## src/rtl/sensor_display_feeder_pkg.sv

```systemverilog
// -----------------------------------------------------------------------------
// sensor_display_feeder_pkg
// Purpose : shared types and constants for the sensor display feeder.
//           - scale_state_t : states of the shared scaler FSM
//           - HUM_MAX       : humidity display ceiling in percent
//           - NUM_W         : width of the numbers handed to the LCD controller
// -----------------------------------------------------------------------------
package sensor_display_feeder_pkg;

  localparam int HUM_MAX = 100;
  localparam int NUM_W   = 16;

  typedef enum logic [1:0] {
    ST_IDLE      = 2'd0,
    ST_SCALE_HUM = 2'd1,
    ST_SCALE_BAT = 2'd2
  } scale_state_t;

endpackage : sensor_display_feeder_pkg

```

## src/rtl/sensor_display_feeder_avg_window.sv

```systemverilog
// -----------------------------------------------------------------------------
// avg_window
// Purpose : boxcar average over 2^AVG_LOG2 consecutive accepted samples of one
//           channel. The finished average is held in a pending register until
//           the scaler consumes it; a newer average overwrites an unconsumed one.
// Ports   :
//   clk        in   system clock
//   reset      in   synchronous, active-high reset
//   i_valid    in   sample strobe, one sample per high cycle
//   i_raw      in   RAW_BITS sample
//   i_clear    in   scaler has consumed the pending average
//   o_pending  out  an unconsumed average is available
//   o_avg      out  latest completed average (floor)
// -----------------------------------------------------------------------------
module avg_window #(
  parameter int RAW_BITS = 12,
  parameter int AVG_LOG2 = 3
) (
  input  logic                clk,
  input  logic                reset,
  input  logic                i_valid,
  input  logic [RAW_BITS-1:0] i_raw,
  input  logic                i_clear,
  output logic                o_pending,
  output logic [RAW_BITS-1:0] o_avg
);

  localparam int SUM_W = RAW_BITS + AVG_LOG2;

  logic [SUM_W-1:0]    r_sum;
  logic [AVG_LOG2-1:0] r_cnt;
  logic [SUM_W-1:0]    w_sum_next;
  logic                w_last;
  logic                w_done;

  // The current sample is folded in before the shift, so the window-completing
  // sample belongs to the window it closes.
  assign w_sum_next = r_sum + SUM_W'(i_raw);
  assign w_last     = (r_cnt == {AVG_LOG2{1'b1}});
  assign w_done     = i_valid & w_last;

  // Accumulate samples and latch the average when the window closes.
  always_ff @(posedge clk) begin
    if (reset) begin
      r_sum <= {SUM_W{1'b0}};
      r_cnt <= {AVG_LOG2{1'b0}};
      o_avg <= {RAW_BITS{1'b0}};
    end else if (w_done) begin
      o_avg <= w_sum_next[SUM_W-1:AVG_LOG2];
      r_sum <= {SUM_W{1'b0}};
      r_cnt <= {AVG_LOG2{1'b0}};
    end else if (i_valid) begin
      r_sum <= w_sum_next;
      r_cnt <= r_cnt + AVG_LOG2'(1);
    end
  end

  // Pending flag: a freshly completed window wins over a same-cycle clear so
  // the new average is never lost.
  always_ff @(posedge clk) begin
    if (reset) begin
      o_pending <= 1'b0;
    end else if (w_done) begin
      o_pending <= 1'b1;
    end else if (i_clear) begin
      o_pending <= 1'b0;
    end
  end

endmodule : avg_window

```

## src/rtl/sensor_display_feeder.sv

```systemverilog
// -----------------------------------------------------------------------------
// sensor_display_feeder
// Purpose : averages humidity and battery ADC samples, scales them to percent
//           and millivolts with one shared multiplier, and holds the results
//           stable for the LCD1602 controller. Also delays the controller's
//           ready until the LCD power-on settling time has elapsed.
// Ports   :
//   clk        in   system clock
//   reset      in   synchronous, active-high reset
//   hum_valid  in   humidity sample strobe
//   hum_raw    in   humidity sample
//   bat_valid  in   battery sample strobe
//   bat_raw    in   battery sample
//   number1    out  humidity percent 0..100
//   number2    out  battery millivolts
//   ready_o    out  LCD ready, sticky high after POWERUP_CYCLES
//   update_o   out  one-cycle pulse per write of number1/number2
// -----------------------------------------------------------------------------
module sensor_display_feeder
  import sensor_display_feeder_pkg::*;
#(
  parameter int RAW_BITS       = 12,
  parameter int AVG_LOG2       = 3,
  parameter int VREF_MV        = 3300,
  parameter int POWERUP_CYCLES = 2500000
) (
  input  logic                clk,
  input  logic                reset,
  input  logic                hum_valid,
  input  logic [RAW_BITS-1:0] hum_raw,
  input  logic                bat_valid,
  input  logic [RAW_BITS-1:0] bat_raw,
  output logic [NUM_W-1:0]    number1,
  output logic [NUM_W-1:0]    number2,
  output logic                ready_o,
  output logic                update_o
);

  localparam int          PROD_W = 32;
  localparam int          PU_W   = $clog2(POWERUP_CYCLES + 1);
  localparam logic [31:0] ROUND  = 32'd1 << (RAW_BITS - 1);

  scale_state_t        r_state;
  logic [PU_W-1:0]     r_pu_cnt;

  logic                w_hum_pending;
  logic                w_bat_pending;
  logic [RAW_BITS-1:0] w_hum_avg;
  logic [RAW_BITS-1:0] w_bat_avg;
  logic                w_hum_clear;
  logic                w_bat_clear;
  logic [PROD_W-1:0]   w_mul_a;
  logic [PROD_W-1:0]   w_mul_k;
  logic [PROD_W-1:0]   w_product;
  logic [PROD_W-1:0]   w_rounded;
  logic [NUM_W-1:0]    w_hum_scaled;
  logic [NUM_W-1:0]    w_bat_scaled;

  avg_window #(.RAW_BITS(RAW_BITS), .AVG_LOG2(AVG_LOG2)) u_hum_avg (
    .clk       (clk),
    .reset     (reset),
    .i_valid   (hum_valid),
    .i_raw     (hum_raw),
    .i_clear   (w_hum_clear),
    .o_pending (w_hum_pending),
    .o_avg     (w_hum_avg)
  );

  avg_window #(.RAW_BITS(RAW_BITS), .AVG_LOG2(AVG_LOG2)) u_bat_avg (
    .clk       (clk),
    .reset     (reset),
    .i_valid   (bat_valid),
    .i_raw     (bat_raw),
    .i_clear   (w_bat_clear),
    .o_pending (w_bat_pending),
    .o_avg     (w_bat_avg)
  );

  // A scale state consumes its channel's pending average on the edge it writes.
  assign w_hum_clear = (r_state == ST_SCALE_HUM);
  assign w_bat_clear = (r_state == ST_SCALE_BAT);

  // Shared multiplier: operand select by state, round-half-up, then clamp.
  always_comb begin
    w_mul_a = {PROD_W{1'b0}};
    w_mul_k = {PROD_W{1'b0}};
    if (r_state == ST_SCALE_BAT) begin
      w_mul_a = PROD_W'(w_bat_avg);
      w_mul_k = PROD_W'(VREF_MV);
    end else begin
      w_mul_a = PROD_W'(w_hum_avg);
      w_mul_k = PROD_W'(HUM_MAX);
    end
    w_product = w_mul_a * w_mul_k;
    w_rounded = (w_product + ROUND) >> RAW_BITS;
    if (w_rounded > PROD_W'(HUM_MAX)) begin
      w_hum_scaled = NUM_W'(HUM_MAX);
    end else begin
      w_hum_scaled = w_rounded[NUM_W-1:0];
    end
    if (w_rounded > PROD_W'({NUM_W{1'b1}})) begin
      w_bat_scaled = {NUM_W{1'b1}};
    end else begin
      w_bat_scaled = w_rounded[NUM_W-1:0];
    end
  end

  // Scaler FSM with registered display outputs; humidity is served first.
  always_ff @(posedge clk) begin
    if (reset) begin
      r_state  <= ST_IDLE;
      number1  <= {NUM_W{1'b0}};
      number2  <= {NUM_W{1'b0}};
      update_o <= 1'b0;
    end else begin
      case (r_state)
        ST_IDLE: begin
          update_o <= 1'b0;
          if (w_hum_pending) begin
            r_state <= ST_SCALE_HUM;
          end else if (w_bat_pending) begin
            r_state <= ST_SCALE_BAT;
          end else begin
            r_state <= ST_IDLE;
          end
        end
        ST_SCALE_HUM: begin
          number1  <= w_hum_scaled;
          update_o <= 1'b1;
          if (w_bat_pending) begin
            r_state <= ST_SCALE_BAT;
          end else begin
            r_state <= ST_IDLE;
          end
        end
        ST_SCALE_BAT: begin
          number2  <= w_bat_scaled;
          update_o <= 1'b1;
          r_state  <= ST_IDLE;
        end
        default: begin
          update_o <= 1'b0;
          r_state  <= ST_IDLE;
        end
      endcase
    end
  end

  // Power-up timer: ready rises on the POWERUP_CYCLES-th edge after reset
  // release; the counter saturates so ready stays high.
  always_ff @(posedge clk) begin
    if (reset) begin
      r_pu_cnt <= {PU_W{1'b0}};
      ready_o  <= 1'b0;
    end else begin
      if (r_pu_cnt != PU_W'(POWERUP_CYCLES)) begin
        r_pu_cnt <= r_pu_cnt + PU_W'(1);
      end
      if (r_pu_cnt >= PU_W'(POWERUP_CYCLES - 1)) begin
        ready_o <= 1'b1;
      end
    end
  end

endmodule : sensor_display_feeder

```

## config.mk

```make
export PLATFORM = sky130hd
export DESIGN_NAME = sensor_display_feeder
export DESIGN_NICKNAME = d
export VERILOG_FILES = /design/src/rtl/sensor_display_feeder_pkg.sv /design/src/rtl/sensor_display_feeder_avg_window.sv /design/src/rtl/sensor_display_feeder.sv
export SDC_FILE = /design/constraint.sdc
export NUM_CORES = 1
export LEC_CHECK = 0
export BUFFER_PORTS_ARGS = -buffer_cell sky130_fd_sc_hd__buf_4
export CAP_MARGIN = 20
export CORE_MARGIN = 10
export CORE_UTILIZATION = 35
export DETAILED_ROUTE_END_ITERATION = 8
export RECOVER_POWER = 100
export SETUP_SLACK_MARGIN = 0.4
export SKIP_LAST_GASP = 1
export SLEW_MARGIN = 40
export SYNTH_ARGS = -nofsm -noshare
export SYNTH_HDL_FRONTEND = slang
export SYNTH_HIERARCHICAL = 1
export SYNTH_SLANG_ARGS = --single-unit
```

## constraint.sdc

```tcl
create_clock -name clk -period 12.9 [get_ports clk]
set_input_delay 2.58 -clock clk [delete_from_list [all_inputs] [get_ports clk]]
set_output_delay 2.58 -clock clk [all_outputs]
set_load 0.005 [all_outputs]
```

==> results.yml <==
outcome:
  status: "complete, but fails checks"
  violations: "max-capacitance violations, max-slew violations"
yosys:
  synthFlopType: "dfxtp_1"
  synthCells: 950
  yosysSeqAreaShare: 0.270
  synth_edf_count: 0
  ys_async_sr_fraction: 0
  netlist_area_um2: 8590
  syn_avg_cell_area_um2: 9.04
  synth_seq_cells: 116
  ys_warn_count: 6
  yosysUniqueCellTypes: 73
power:
  vdd_drop_max_mv: 0.0717
  power_mw: 1.06
  leakage_nw: 4.66
  powerDensity_nw_per_um2: 108
clock_tree:
  cts_max_level: 4
  holdBufCountCts: 0
  cts_made_buffers: 17
  cts_resized: 0
  clock_latency_ns: 0.42
  cts_sinks: 116
  root_buffer: "clkbuf_16"
  clk_pin_slew_ns: 0.05
  cts_setup_buffers: 0
  cts_tree: "done"
  cts_max_path_buffers: 2
setup_path:
  path_delay_family: "adder cells"
  path_buf_inv: 3
  worstSetupEndpointType: "flip-flop"
  path_common_cell: "fa_1"
  start_kind: "flip-flop"
  crit_fanout: 17
  critPathMaxStageDelay_ns: 0.59
  crit_chain: "inv_1, ha_1, mux2_1, and2_0, ha_1, fa_1, fa_1, fa_1, inv_1, fa_1, inv_1, ha_1, a21o_1, a221o_1, a31oi_1, mux2i_1, nor4b_1, nor4b_1, a211oi_1"
  crit_required_ns: 13.05
  cp_slowest_cell: "ha_1"
  worst-setup-path-type: "reg2reg"
  cp.arrival_ns: 7.13
global_routing:
  grt-ovfl-total: 0
  grt.total_usage: 0.121
  grt_pass1_vias: 6408
  grt_max_degree: 69
  grt_pass1_wl_um: 31500
  antenna_found_initial: 0
timing:
  fin_setup_tns_ns: 0
  rsz0062_at_grt: "false"
  tightest_slew_ns: 3.00
  min_period_ns: 6.98
  relSlewSlack: -0.997
  timing.fmax_ghz: 0.143
  fin_crit_sh: 0.541
  slew_viol_final: 69
  hold_ws_ns: 0.448
  final.setup_skew_ns: 0.00881
  setup_viol: 0
  hold_viol_final: 0
routing:
  drt_pass1_iterations: 5
  vias: 6608
  final_antenna_net_count: 0
  drc: 0
  avgViaCountPerCell: 4.94
  wirelength_um: 18600
  post_drt_wl_per_cell_um: 13.9
  drt_iter0_markers: 303
placement:
  routabilityCongestion: 0.854
  dp.cells: 1307
  port_buffers: 57
  hpwl_um: 14300
floorplan:
  dieArea_um2: 31200
  core_area_um2: 24200
  ioPinCount: 62
  dieWidth_um: 177
  die_y_um: 177
  fp-row-count: 57
  start_util: 0.354
worst_hold_path:
  min_path_type: "reg2reg"
finish:
  layout.cells.non_filler: 1338
  antenna_cells: 0
  drive_gt1_frac: 0.101
  final_common_cell: "ha_1"
  fin_nets: 1181
  utilization: 0.405
  final_cell_mix: "ha_1, dfxtp_1, nor2_1, inv_1, nand2_1"
  synthToLayoutAreaGrowth_pct: 14.5
job:
  cap_violations: 1
[logic make-up after synthesis]
kind of cell	Yosys count	share of synthesized area
AO/OA/AOI/OAI	185	0.153
XOR/XNOR	51	0.0520
adder cells (fa/ha/maj)	151	0.249
buffers and inverters	112	0.0519
flip-flops	116	0.270
multiplexers	47	0.0570
other	1	0.000437
AND/OR/NAND/NOR	287	0.167
[tightest hold or removal path, stage by stage, from the launching register on]
cell and delay, ns:
dfxtp_1 0.32, nand2_1 0.04, o21ai_0 0.05
[state kept, by name, summed over array words and instances (netlist names), 2 cells and up]
register / count
r_state: 2
r_pu_cnt: 22
u_hum_avg/r_cnt: 3
u_hum_avg/o_avg: 12
u_hum_avg/r_sum: 15
u_bat_avg/r_cnt: 3
u_bat_avg/r_sum: 15
number2: 14
number1: 14
u_bat_avg/o_avg: 12
[synth_stat cells, drive strengths merged (7+ instances only)]
| library cell | count | area (µm²) |
|---|---|---|
| nand4 | 14 | 87.6 |
| a31oi | 12 | 96.3 |
| mux2i | 38 | 380 |
| nand2b | 13 | 81.3 |
| xnor2 | 28 | 245 |
| xor2 | 23 | 201 |
| o211ai | 9 | 67.6 |
| nand3 | 19 | 100 |
| inv | 83 | 312 |
| and2 | 21 | 134 |
| nor3 | 14 | 75.1 |
| clkbuf | 21 | 78.8 |
| a21oi | 49 | 268 |
| ha | 118 | 1480 |
| a211oi | 9 | 77.6 |
| o21ai | 37 | 193 |
| nor2 | 88 | 330 |
| nor2b | 7 | 43.8 |
| nand2 | 75 | 282 |
| a21o | 19 | 145 |
| fa | 33 | 661 |
| buf | 8 | 55.1 |
| dfxtp | 116 | 2320 |
| mux2 | 9 | 109 |
[through the flow]
stage | setup slack, ns | area [µm²]
floorplan | 6.84 | 8600
global placement | 6.57 | 9310
detailed placement | 6.44 | 9320
CTS | 6.45 | 9960
global route | 5.39 | 9830
finish | 5.92 | 9830
[final timing paths]
check | from | endpoint | slack [ns] | cells past startpoint
setup / recovery | r_state[0]$_SDFF_PP0_ | number1[5]$_SDFFE_PP0P_ | 5.92 | 19
hold / removal | u_bat_avg/o_avg[5]$_SDFFE_PP0P_ | u_bat_avg/o_avg[5]$_SDFFE_PP0P_ | 0.45 | 2
setup reg to reg | r_state[0]$_SDFF_PP0_ | number1[5]$_SDFFE_PP0P_ | 5.92 | 19
hold reg to reg | u_bat_avg/o_avg[5]$_SDFFE_PP0P_ | u_bat_avg/o_avg[5]$_SDFFE_PP0P_ | 0.45 | 2
[layer usage]
layer,GRT usage,up-vias,wire length (µm)
li1,-,3425,-
met1,0.161,3086,9390
met3,0.0226,12,674
met5,0,-,0
met2,0.191,85,8410
met4,0.0427,0,173
[final cells by class]
type                    instances  area (µm²)
fillers                      2444       14400
multi-input cells             725        5770
clock buffers                  21         470
clock inverters                10         178
repair buffers                 59         368
well taps                     324         405
flip-flops and latches        116        2320
inverters                      83         312
[where the power goes]
group / switching (mW) / leakage, nW / internal (mW)
combinational: 0.0892 / 3.40 / 0.0662
clock: 0.169 / 0.319 / 0.355
sequential: 0.00984 / 0.941 / 0.373
total: 0.268 / 4.66 / 0.794
(Power assumes the default switching activity.)
